`config.mk`:
```
export PLATFORM = sky130hd
export DESIGN_NAME = ram_phase_arbiter
export DESIGN_NICKNAME = d
export VERILOG_FILES = /design/src/rtl/ram_phase_arbiter_pkg.sv /design/src/rtl/ram_phase_arbiter_ram_port_mux.sv /design/src/rtl/ram_phase_arbiter.sv
export SDC_FILE = /design/constraint.sdc
export NUM_CORES = 1
export LEC_CHECK = 0
export CELL_PAD_IN_SITES_DETAIL_PLACEMENT = 0
export CELL_PAD_IN_SITES_GLOBAL_PLACEMENT = 1
export CORE_UTILIZATION = 32
export DETAILED_ROUTE_END_ITERATION = 6
export GPL_TIMING_DRIVEN = 1
export PLACE_DENSITY_LB_ADDON = 0.1
export SETUP_SLACK_MARGIN = 0.2
export SLEW_MARGIN = 0
export SYNTH_ARGS = -nofsm -noshare
export SYNTH_HDL_FRONTEND = slang
export SYNTH_SLANG_ARGS = --single-unit
export TNS_END_PERCENT = 10
```
`constraint.sdc`:
```
create_clock -name clk -period 4.3 [get_ports clk]
set_input_delay 1.075 -clock clk [delete_from_list [all_inputs] [get_ports clk]]
set_output_delay 1.075 -clock clk [all_outputs]
set_load 0.1 [all_outputs]
```
`src/rtl/ram_phase_arbiter_pkg.sv`:
```
`default_nettype none
// +--------------------------------------------------------------------------+
// | Module   : ram_phase_arbiter_pkg                                         |
// | Purpose  : Shared types and defaults for the image-RAM phase arbiter.    |
// |            The base addresses here must match the processor program      |
// |            image, which reads its input at LOAD_BASE and leaves its      |
// |            result at OUT_BASE.                                           |
// | Ports    : none (package)                                                |
// | Revision : 1.0  initial release                                          |
// +--------------------------------------------------------------------------+
package ram_phase_arbiter_pkg;

   localparam int unsigned c_ADDR_W      = 16;
   localparam int unsigned c_DATA_W      = 16;
   localparam logic [15:0] c_LOAD_BASE   = 16'h0000;
   localparam logic [15:0] c_OUT_BASE    = 16'h1000;

   // Job phases; the RAM owner is a pure function of the phase.
   typedef enum logic [2:0] {
      ST_IDLE   = 3'd0,
      ST_LOAD   = 3'd1,
      ST_RUN    = 3'd2,
      ST_UNLOAD = 3'd3,
      ST_DONE   = 3'd4
   } arb_state_e;

endpackage
`default_nettype wire

```
`src/rtl/ram_phase_arbiter_ram_port_mux.sv`:
```
`default_nettype none
// +--------------------------------------------------------------------------+
// | Module   : ram_phase_arbiter_ram_port_mux  (ram_port_mux sub-block)      |
// | Purpose  : Combinational RAM-port select. In RUN the processor drives    |
// |            the RAM and sees its read data; in every other phase the      |
// |            host-side request from the arbiter drives the RAM and the     |
// |            processor read data is forced to zero.                        |
// | Ports    : state            current job phase                            |
// |            host_*           arbiter-side RAM request                     |
// |            proc_*           processor RAM request / read data            |
// |            ram_*            physical RAM port                            |
// | Revision : 1.0  initial release                                          |
// +--------------------------------------------------------------------------+
module ram_phase_arbiter_ram_port_mux
   import ram_phase_arbiter_pkg::*;
#(
   parameter int unsigned ADDR_W = c_ADDR_W,
   parameter int unsigned DATA_W = c_DATA_W
) (
   input  arb_state_e        state,
   input  logic [ADDR_W-1:0] host_addr,
   input  logic [DATA_W-1:0] host_wdata,
   input  logic              host_we,
   input  logic              host_en,
   input  logic [ADDR_W-1:0] proc_addr,
   input  logic [DATA_W-1:0] proc_wdata,
   input  logic              proc_mwrite,
   input  logic              proc_ram_en,
   output logic [DATA_W-1:0] proc_rdata,
   output logic [ADDR_W-1:0] ram_addr,
   output logic [DATA_W-1:0] ram_wdata,
   output logic              ram_we,
   output logic              ram_en,
   input  logic [DATA_W-1:0] ram_rdata
);

   logic w_proc_owns;
   assign w_proc_owns = (state == ST_RUN);

   always_comb begin
      ram_addr   = host_addr;
      ram_wdata  = host_wdata;
      ram_we     = host_we;
      ram_en     = host_en;
      proc_rdata = '0;
      if (w_proc_owns) begin
         ram_addr   = proc_addr;
         ram_wdata  = proc_wdata;
         ram_we     = proc_mwrite;
         ram_en     = proc_ram_en;
         proc_rdata = ram_rdata;
      end
   end

endmodule
`default_nettype wire

```
`src/rtl/ram_phase_arbiter.sv`:
```
`default_nettype none
// +--------------------------------------------------------------------------+
// | Module   : ram_phase_arbiter                                             |
// | Purpose  : Sequences one image job through the shared data RAM:          |
// |            LOAD (host writes input) -> RUN (processor owns RAM until     |
// |            end-of-process) -> UNLOAD (result streamed to host) -> DONE.  |
// | Ports    : clk, rst_n        clock, synchronous active-low reset         |
// |            start             job start pulse (honoured in IDLE/DONE)     |
// |            host_wr_*         host input stream (valid/ready)             |
// |            host_rd_*         result stream to host (valid/ready)         |
// |            busy/done/err     job status                                  |
// |            proc_*            processor reset, RAM request, read data     |
// |            ram_*             physical RAM port (1-cycle read latency)    |
// | Config   : `define RAM_ARB_WATCHDOG_EN adds a RUN-phase cycle limit      |
// |            (TIMEOUT_CYCLES) that aborts to DONE with err=1.              |
// | Revision : 1.0  initial release                                          |
// +--------------------------------------------------------------------------+
module ram_phase_arbiter
   import ram_phase_arbiter_pkg::*;
#(
   parameter int unsigned       ADDR_W         = c_ADDR_W,
   parameter int unsigned       DATA_W         = c_DATA_W,
   parameter logic [ADDR_W-1:0] LOAD_BASE      = ADDR_W'(c_LOAD_BASE),
   parameter int unsigned       LOAD_WORDS     = 4096,
   parameter logic [ADDR_W-1:0] OUT_BASE       = ADDR_W'(c_OUT_BASE),
   parameter int unsigned       OUT_WORDS      = 4096,
   parameter int unsigned       TIMEOUT_CYCLES = 1000000
) (
   input  logic              clk,
   input  logic              rst_n,
   input  logic              start,
   input  logic              host_wr_valid,
   output logic              host_wr_ready,
   input  logic [DATA_W-1:0] host_wr_data,
   output logic              host_rd_valid,
   input  logic              host_rd_ready,
   output logic [DATA_W-1:0] host_rd_data,
   output logic              busy,
   output logic              done,
   output logic              err,
   output logic              proc_rst_n,
   input  logic [ADDR_W-1:0] proc_addr,
   input  logic [DATA_W-1:0] proc_wdata,
   output logic [DATA_W-1:0] proc_rdata,
   input  logic              proc_mwrite,
   input  logic              proc_ram_en,
   input  logic              proc_eop,
   output logic [ADDR_W-1:0] ram_addr,
   output logic [DATA_W-1:0] ram_wdata,
   input  logic [DATA_W-1:0] ram_rdata,
   output logic              ram_we,
   output logic              ram_en
);

   // Counters carry one extra bit so a full 2^ADDR_W word count is representable.
   localparam int unsigned        c_CNT_W     = ADDR_W + 1;
   localparam logic [c_CNT_W-1:0] c_CNT_ONE   = c_CNT_W'(1);
   localparam logic [c_CNT_W-1:0] c_LOAD_LAST = c_CNT_W'(LOAD_WORDS - 1);
   localparam logic [c_CNT_W-1:0] c_OUT_LAST  = c_CNT_W'(OUT_WORDS - 1);
   localparam logic [c_CNT_W-1:0] c_OUT_CNT   = c_CNT_W'(OUT_WORDS);

   arb_state_e          state_q, state_d;
   logic [c_CNT_W-1:0]  cnt_q, cnt_d;          // LOAD writes / UNLOAD reads issued
   logic [c_CNT_W-1:0]  acc_q, acc_d;          // UNLOAD words accepted by host
   logic                inflight_q, inflight_d;
   logic                rd_valid_q, rd_valid_d;
   logic [DATA_W-1:0]   rd_data_q, rd_data_d;
   logic                run_first_q, run_first_d;

   logic                w_rd_fire;
   logic                w_rd_issue;
   logic                w_timeout;
   logic                w_wd_trip;
   logic                w_job_start;
   logic [ADDR_W-1:0]   w_host_addr;
   logic [DATA_W-1:0]   w_host_wdata;
   logic                w_host_we;
   logic                w_host_en;

   assign w_rd_fire = rd_valid_q && host_rd_ready;

   always_comb begin
      state_d      = state_q;
      cnt_d        = cnt_q;
      acc_d        = acc_q;
      inflight_d   = 1'b0;
      rd_valid_d   = rd_valid_q;
      rd_data_d    = rd_data_q;
      run_first_d  = 1'b0;
      w_rd_issue   = 1'b0;
      w_wd_trip    = 1'b0;
      w_job_start  = 1'b0;
      w_host_addr  = '0;
      w_host_wdata = '0;
      w_host_we    = 1'b0;
      w_host_en    = 1'b0;

      case (state_q)
         ST_IDLE, ST_DONE: begin
            if (start) begin
               state_d     = ST_LOAD;
               cnt_d       = '0;
               acc_d       = '0;
               w_job_start = 1'b1;
            end
         end
         ST_LOAD: begin
            // Ready is constant in LOAD, so valid alone is an accept.
            if (host_wr_valid) begin
               w_host_en    = 1'b1;
               w_host_we    = 1'b1;
               w_host_addr  = LOAD_BASE + cnt_q[ADDR_W-1:0];
               w_host_wdata = host_wr_data;
               cnt_d        = cnt_q + c_CNT_ONE;
               if (cnt_q == c_LOAD_LAST) begin
                  state_d     = ST_RUN;
                  run_first_d = 1'b1;
               end
            end
         end
         ST_RUN: begin
            // The first RUN cycle ignores eop: the core may still show a
            // stale flag while coming out of reset.
            if (!run_first_q && proc_eop) begin
               state_d = ST_UNLOAD;
               cnt_d   = '0;
               acc_d   = '0;
            end else if (w_timeout) begin
               state_d   = ST_DONE;
               w_wd_trip = 1'b1;
            end
         end
         ST_UNLOAD: begin
            // Only issue when the captured word will have somewhere to land.
            w_rd_issue = !inflight_q && (!rd_valid_q || w_rd_fire) && (cnt_q != c_OUT_CNT);
            if (w_rd_issue) begin
               w_host_en   = 1'b1;
               w_host_addr = OUT_BASE + cnt_q[ADDR_W-1:0];
               cnt_d       = cnt_q + c_CNT_ONE;
               inflight_d  = 1'b1;
            end
            if (inflight_q) begin
               rd_valid_d = 1'b1;
               rd_data_d  = ram_rdata;
            end else if (w_rd_fire) begin
               rd_valid_d = 1'b0;
            end
            if (w_rd_fire) begin
               acc_d = acc_q + c_CNT_ONE;
               if (acc_q == c_OUT_LAST) begin
                  state_d = ST_DONE;
               end
            end
         end
         default: state_d = ST_IDLE;
      endcase
   end

   always_ff @(posedge clk) begin
      if (!rst_n) begin
         state_q     <= ST_IDLE;
         cnt_q       <= '0;
         acc_q       <= '0;
         inflight_q  <= 1'b0;
         rd_valid_q  <= 1'b0;
         rd_data_q   <= '0;
         run_first_q <= 1'b0;
      end else begin
         state_q     <= state_d;
         cnt_q       <= cnt_d;
         acc_q       <= acc_d;
         inflight_q  <= inflight_d;
         rd_valid_q  <= rd_valid_d;
         rd_data_q   <= rd_data_d;
         run_first_q <= run_first_d;
      end
   end

`ifdef RAM_ARB_WATCHDOG_EN
   localparam logic [31:0] c_WD_LAST = 32'(TIMEOUT_CYCLES - 1);

   logic [31:0] wd_cnt_q, wd_cnt_d;
   logic        err_q, err_d;

   // Held at zero outside RUN, so it restarts on every RUN entry.
   assign w_timeout = (state_q == ST_RUN) && (wd_cnt_q == c_WD_LAST);

   always_comb begin
      wd_cnt_d = (state_q == ST_RUN) ? wd_cnt_q + 32'd1 : '0;
      err_d    = err_q;
      if (w_job_start) begin
         err_d = 1'b0;
      end else if (w_wd_trip) begin
         err_d = 1'b1;
      end
   end

   always_ff @(posedge clk) begin
      if (!rst_n) begin
         wd_cnt_q <= '0;
         err_q    <= 1'b0;
      end else begin
         wd_cnt_q <= wd_cnt_d;
         err_q    <= err_d;
      end
   end

   assign err = err_q;
`else
   logic unused_wd;
   assign w_timeout = 1'b0;
   assign err       = 1'b0;
   assign unused_wd = ^{w_wd_trip, w_job_start, TIMEOUT_CYCLES[0]};
`endif

   assign busy          = (state_q == ST_LOAD) || (state_q == ST_RUN) || (state_q == ST_UNLOAD);
   assign done          = (state_q == ST_DONE);
   assign host_wr_ready = (state_q == ST_LOAD);
   assign proc_rst_n    = (state_q == ST_RUN);
   assign host_rd_valid = rd_valid_q;
   assign host_rd_data  = rd_data_q;

   ram_phase_arbiter_ram_port_mux #(
      .ADDR_W (ADDR_W),
      .DATA_W (DATA_W)
   ) u_ram_port_mux (
      .state       (state_q),
      .host_addr   (w_host_addr),
      .host_wdata  (w_host_wdata),
      .host_we     (w_host_we),
      .host_en     (w_host_en),
      .proc_addr   (proc_addr),
      .proc_wdata  (proc_wdata),
      .proc_mwrite (proc_mwrite),
      .proc_ram_en (proc_ram_en),
      .proc_rdata  (proc_rdata),
      .ram_addr    (ram_addr),
      .ram_wdata   (ram_wdata),
      .ram_we      (ram_we),
      .ram_en      (ram_en),
      .ram_rdata   (ram_rdata)
   );

endmodule
`default_nettype wire

```
---- Word-level counts from Yosys, hierarchy flattened ----
Cells that the tools add are included.
storage, ports and cells
  flip-flop bits (word level) ............. 56
  input port bits ......................... 72
  word-level logic and storage cells ...... 77
cells by class
  add/sub/neg operators ................... 3
  eq/ne operators ......................... 14
  mux-type cells .......................... 31
  reductions and logical operators ........ 22
operators with widths
  cell                                                                       count
  16-bit 2-to-1 mux                                                          7
  17-bit 2-to-1 mux                                                          5
  17-bit one-hot mux with 4 select lines                                     1
  17-bit one-hot mux with 3 select lines                                     1
  17-bit by 1-bit adder with 17-bit output, second input constant            2
  17-bit by 12-bit equality test with 1-bit output, second input constant    2
  16-bit one-hot mux with 2 select lines                                     1
  3-bit 2-to-1 mux                                                           6
  17-bit by 13-bit inequality test with 1-bit output, second input constant  1
  13-bit by 16-bit adder with 16-bit output, first input constant            1
  3-bit one-hot mux with 4 select lines                                      1
  2-bit inequality test, second input constant                               5
  1-bit 2-to-1 mux                                                           8
  3-bit by 2-bit equality test with 1-bit output, second input constant      2
  2-bit AND reduction                                                        3
  6-bit AND reduction                                                        1
  5-bit AND reduction                                                        1
  1-bit logical AND                                                          4
  2-bit by 1-bit inequality test with 1-bit output, second input constant    2
  4-bit AND reduction                                                        1
  4-bit nonzero test                                                         1
  3-bit by 1-bit equality test with 1-bit output, second input constant      1
  3-bit equality test, second input constant                                 1
  1-bit logical NOT                                                          3
  other kinds (7)                                                            9

---- Depth between registers and ports, before layout ----
Gate-level depths: netlist of run 1.
  word-level depth ........................ 7
  mapped depth ............................ 9
  gate-level depth less buffers ........... 7

---- Hierarchy ----
A second synthesis of run 1 with hierarchy kept.
second synthesis, totals
  cell total of the unflattened synthesis .. 463
  area, all modules ....................... 3,757.4 um^2
by module, submodules not included
  module                          instances  cells an instance  area each (um^2)
  ram_phase_arbiter               1          407                3,206.8
  ram_phase_arbiter_ram_port_mux  1          56                 550.5

---- Worst setup path before layout of run 1 ----
Ideal clock, no wire load.
  path kind ............................... input to output
  from .................................... input port host_rd_ready
  to ...................................... output port ram_addr[0]
  arrival time ............................ 3,774 ps
  required time ........................... 3,225 ps
  slack ................................... -549 ps
  cell stages on the path ................. 5
  path buffers ............................ 0
  cell sequence ........................... nand2b_1 nand3_4 nor2_1 nor2_1 o21ai_0
on the way
  word-level cells in the longest chain between the ends .. 7
RTL lines
  element                                 RTL line                              source
  start, declared                         ram_phase_arbiter.sv:36               input logic host_rd_ready,
  1-bit logical AND                       ram_phase_arbiter.sv:80               assign w_rd_fire = rd_valid_q && host_rd_ready;
  1-bit logical OR                        ram_phase_arbiter.sv:135              w_rd_issue = !inflight_q && (!rd_valid_q || w_rd_fire) && (cnt_q != c_OUT_CNT);
  1-bit logical AND (2 in series)         ram_phase_arbiter.sv:135
  16-bit 2-to-1 mux                       ram_phase_arbiter.sv:136              if (w_rd_issue) begin
  16-bit one-hot mux with 2 select lines  ram_phase_arbiter.sv:98               case (state_q)
  16-bit 2-to-1 mux                       ram_phase_arbiter_ram_port_mux.sv:46  if (w_proc_owns) begin
  end, declared                           ram_phase_arbiter.sv:48               output logic [ADDR_W-1:0] ram_addr,
No other way between the ends.

---- Worst setup path in the final report of run 1 ----
  from .................................... input port host_rd_ready
  to ...................................... output port ram_addr[9]
The elaborated chain is that of the path after synthesis.

==> results of run 1 <==
-- worst max-delay path: cells and delay by family --
kind	cells	cell delay (ps)
compound gates	2	770
buf+inv	2	730
simple gates	2	330
-- Yosys cell counts, drive strengths merged, types with 2 or more instances --
| cell type | number |
|---|---|
| nand3b | 2 |
| a21oi | 28 |
| o221ai | 3 |
| and4 | 5 |
| nand2 | 60 |
| nand2b | 4 |
| nor3b | 3 |
| o211ai | 7 |
| nand4 | 8 |
| or3 | 5 |
| nand3 | 14 |
| o31ai | 5 |
| o21ai | 15 |
| nor2 | 28 |
| o31a | 2 |
| and3 | 2 |
| a22o | 26 |
| ha | 6 |
| nor4b | 3 |
| xnor2 | 11 |
| nor2b | 2 |
| inv | 15 |
| or4 | 4 |
| o311ai | 5 |
| nor4 | 6 |
| buf | 10 |
| or2 | 2 |
| clkbuf | 18 |
| dfxtp | 56 |
| nor3 | 20 |
| a31oi | 6 |
| and2 | 18 |
-- kinds of logic after synthesis --
logic type | share of synthesized area
xor gates and xnor gates | 0.03176
DFF | 0.3388
muxes | 0.003025
adders and majority gates | 0.02268
buffers and inverters | 0.05708
AOI/OAI and AO/OA | 0.2363
other | 0.001133
and+or+nand+nor | 0.3093
-- worst max-delay path by stage --
stage | start | end | slack [ps] | cells after the start
3_3_place_gp | host_rd_ready | ram_addr[5] | 340 | 6
5_1_grt | host_rd_ready | ram_addr[9] | 210 | 6
4_1_cts | host_rd_ready | ram_addr[3] | 290 | 6
6_report | host_rd_ready | ram_addr[9] | 310 | 6
2_1_floorplan | state_q[1]$_SDFFE_PN0P_ | ram_addr[0] | 140 | 5
3_5_place_dp | host_rd_ready | ram_addr[3] | 320 | 6
-- report_power, final --
part / total [mW] / leakage (nW) / internal (mW) / switching, mW
Combinational: 0.265 / 1.36 / 0.113 / 0.152
Clock: 0.312 / 0.0516 / 0.132 / 0.180
Sequential: 0.526 / 0.452 / 0.522 / 0.00417
Total: 1.10 / 1.86 / 0.768 / 0.336
-- routing by layer --
layer	GRT usage	part of all wire	vias to the layer above
li1	-	-	1789
met1	0.2574	0.44	1653
met2	0.3231	0.47	135
met3	0.05727	0.083	4
met4	0.03163	0.0040	0
met5	0	0	-
-- sequential cells by signal (all words and copies together), names as in the netlist --
| signal | count |
|---|---|
| host_rd_valid | 1 |
| host_rd_data | 16 |
| cnt_q | 17 |
| inflight_q | 1 |
| run_first_q | 1 |
| acc_q | 17 |
| state_q | 3 |
-- stage by stage --
| step | setup slack (ps) | instances | util |
|---|---|---|---|
| 2_1_floorplan | 141.7 | 422 | - |
| 3_3_place_gp | 344.2 | 679 | 0.5181 |
| 3_5_place_dp | 316.8 | 679 | 0.5181 |
| 4_1_cts | 295.0 | 687 | 0.5278 |
| 5_1_grt | 212.1 | 687 | 0.5278 |
| 6_report | 312.4 | 687 | 0.5278 |
-- layout make-up --
class	instances	area (µm²)
Clock inverter	2	13.76
Timing Repair Buffer	152	1787
Tap cell	133	166.4
Inverter	16	60.06
Multi-Input combinational cell	322	1999
Fill cell	955	4679
Clock buffer	6	82.58
Sequential cell	56	1121
==> results.md, run 1 <==
* # port buffers at approximately 140
* Post-synth top area cell: sky130_fd_sc_hd__dfxtp_1
* Largest cells by area after synthesis: sky130_fd_sc_hd__dfxtp_1, sky130_fd_sc_hd__a22o_1, sky130_fd_sc_hd__nand2_1
* YS warnings at 0
* Max-slew headroom at 0.2533
* FF+latch count, synth at 56
* Number of global-route vias before repair at between 3,000 and 4,000
* Initial core utilization at 0.3340
* Total Routing Usage GR at 0.1961
* Maximum fanout encountered on the critical timing path at 13
* Synth Flop Type: sky130_fd_sc_hd__dfxtp_1
* RSZ-0062 raised after global routing: false
* Crit path required time at roughly 3200 ps
* Max clock buf depth at 2
* Worst Path Arrival at between 2000 and 3000 ps
* Maximum number of pins on one net before global-route repair at 30
* Net count of the mapped netlist at 500
* Most frequent cells in the layout: sky130_fd_sc_hd__clkdlybuf4s50_1, sky130_fd_sc_hd__nand2_1, sky130_fd_sc_hd__dfxtp_1, sky130_fd_sc_hd__buf_12, sky130_fd_sc_hd__buf_4
* Count of mapped cells out of synthesis at 422
* Pins over their slew limit at 0
* CTS hold repair buffers at 0
* Total power at 1.104 mW
* Full die area at about 0.011 mm²
* Worst IR drop on VDD at 0.0001384 V
* Reg2Reg Depth at 4
* Area after DPL at 0.005134 mm²
* Upper clock frequency limit at around 250 MHz
* Status: finished clean
* Mean area per synthesized cell at 7.842 µm²
* Top-Level Pins at ~140
* First-pass GRT wire length at 17,330 µm
* Share of the synthesized area in the top cell type at 0.3388
* Ratio of total power to cell area at 211.0 mW/mm²
* Root cell of the clock tree: sky130_fd_sc_hd__clkbuf_8
* TritonCTS clock tree: yes
* Most frequent standard cell in the layout excluding fill and tap cells: sky130_fd_sc_hd__clkdlybuf4s50_1
* Total Negative Setup Slacks at 0 ps
* Layout overhead on the synthesized area at 58.03%
* Hold path cells at 2
* Share of synthesized flip-flops with an asynchronous set or reset at 0
* Latest clock arrival within the worst-skew pair at a little over 300 ps
* Placeable Area at 0.009910 mm²
* Delay of the slowest cell on the worst path at about 550 ps
* Total wire length after detailed routing at about 11,000 µm
* Proportion of synthesized chip area in sequential cells at 0.3388
* Post-route fraction of the period consumed by the critical path at 0.9274
* Nets at 631
* Final-layout worst hold slack at 456.5 ps
* Die extent in x at between 100 and 150 µm
* Total number of H-tree levels at 2
* Capture endpoint of the worst hold path: host_rd_data[0]$_SDFFE_PN0P_
* Startpoint type of the worst setup path: input port
* Iteration-0 DRC Markers at between 200 and 250
* Number of buffers inserted during clock tree synthesis at 5
* Initial antenna violation count at 0
* Cell Rows at 36
* Global-route congestion overflow total at 0
* Count of vias placed by the detailed router at 3,581
* Post-synth EDFFs at 0
* Antenna-violating nets left at 0
* Non-Filler Cell Area, Final at between 0.005 and 0.006 mm²
* Slowest cell on the critical path: sky130_fd_sc_hd__clkdlybuf4s50_1
* Time the final worst path needs with I/O delays and setup at approximately 4000 ps
* Share of cells above drive strength 1 at 0.1498
* Final weighted congestion in routability-driven placement at around 0.80
* Remaining design rule violation count at 0
* Crit-path cells: clkdlybuf4s50_1 -> nand2b_1 -> nand3_4 -> o21bai_2 -> a22o_1 -> buf_12
* Type of the tightest min-delay check: register to register
* Count of unique library cells instantiated by Yosys at 63
* Final number of setup-violating endpoints at 0
* Fin Clk Skew at 15.15 ps
* Critical Path End Type: output port
* Netlist area before placement at 0.003309 mm²
* Height of the die at 103.7 µm
* Number of sinks driven by the clock tree at 56
* R2R Path Start: state_q[2]$_SDFFE_PN0P_
* Leakage power total at roughly 1.9 nW
* Least-Margin Pin Slew at 1113 ps
* Post-CTS Setup Bufs at 0
* First-pass iteration count of the detailed router at 6
* Resized cells post-CTS at 0
* Type of the worst setup path: input port to output port
* Diode insertion count for antenna repair at 0
* Ratio of routed vias to standard cells at between 5 and 6
* Hold violation total from the final report at 0
* Worst flop-to-flop path endpoint: cnt_q[14]$_SDFFE_PN0P_
* Post-detailed-placement half-perimeter wirelength at approximately 8000 µm
* Origin of the worst min-delay path: host_rd_data[0]$_SDFFE_PN0P_
* Routed wire length per instance at 15.63 µm
* Clock-pin slew on the worst setup and hold paths at 100 ps
* Maximum capacitance violations at 0
* Setup slack of the most critical reg-to-reg path at 1660 ps
No activity file was read; power rests on OpenSTA's default activity.
==> run 2, diff against run 1 <==
--- a/config.mk
+++ b/config.mk
@@ -8,7 +8,9 @@
 export CELL_PAD_IN_SITES_DETAIL_PLACEMENT = 0
 export CELL_PAD_IN_SITES_GLOBAL_PLACEMENT = 1
 export CORE_UTILIZATION = 32
+export CTS_CLUSTER_SIZE = 40
 export DETAILED_ROUTE_END_ITERATION = 6
+export GPL_ROUTABILITY_DRIVEN = 1
 export GPL_TIMING_DRIVEN = 1
 export PLACE_DENSITY_LB_ADDON = 0.1
 export SETUP_SLACK_MARGIN = 0.2
==> results of run 2 <==
Final layout, timing and power as in run 1 (identical DEF).
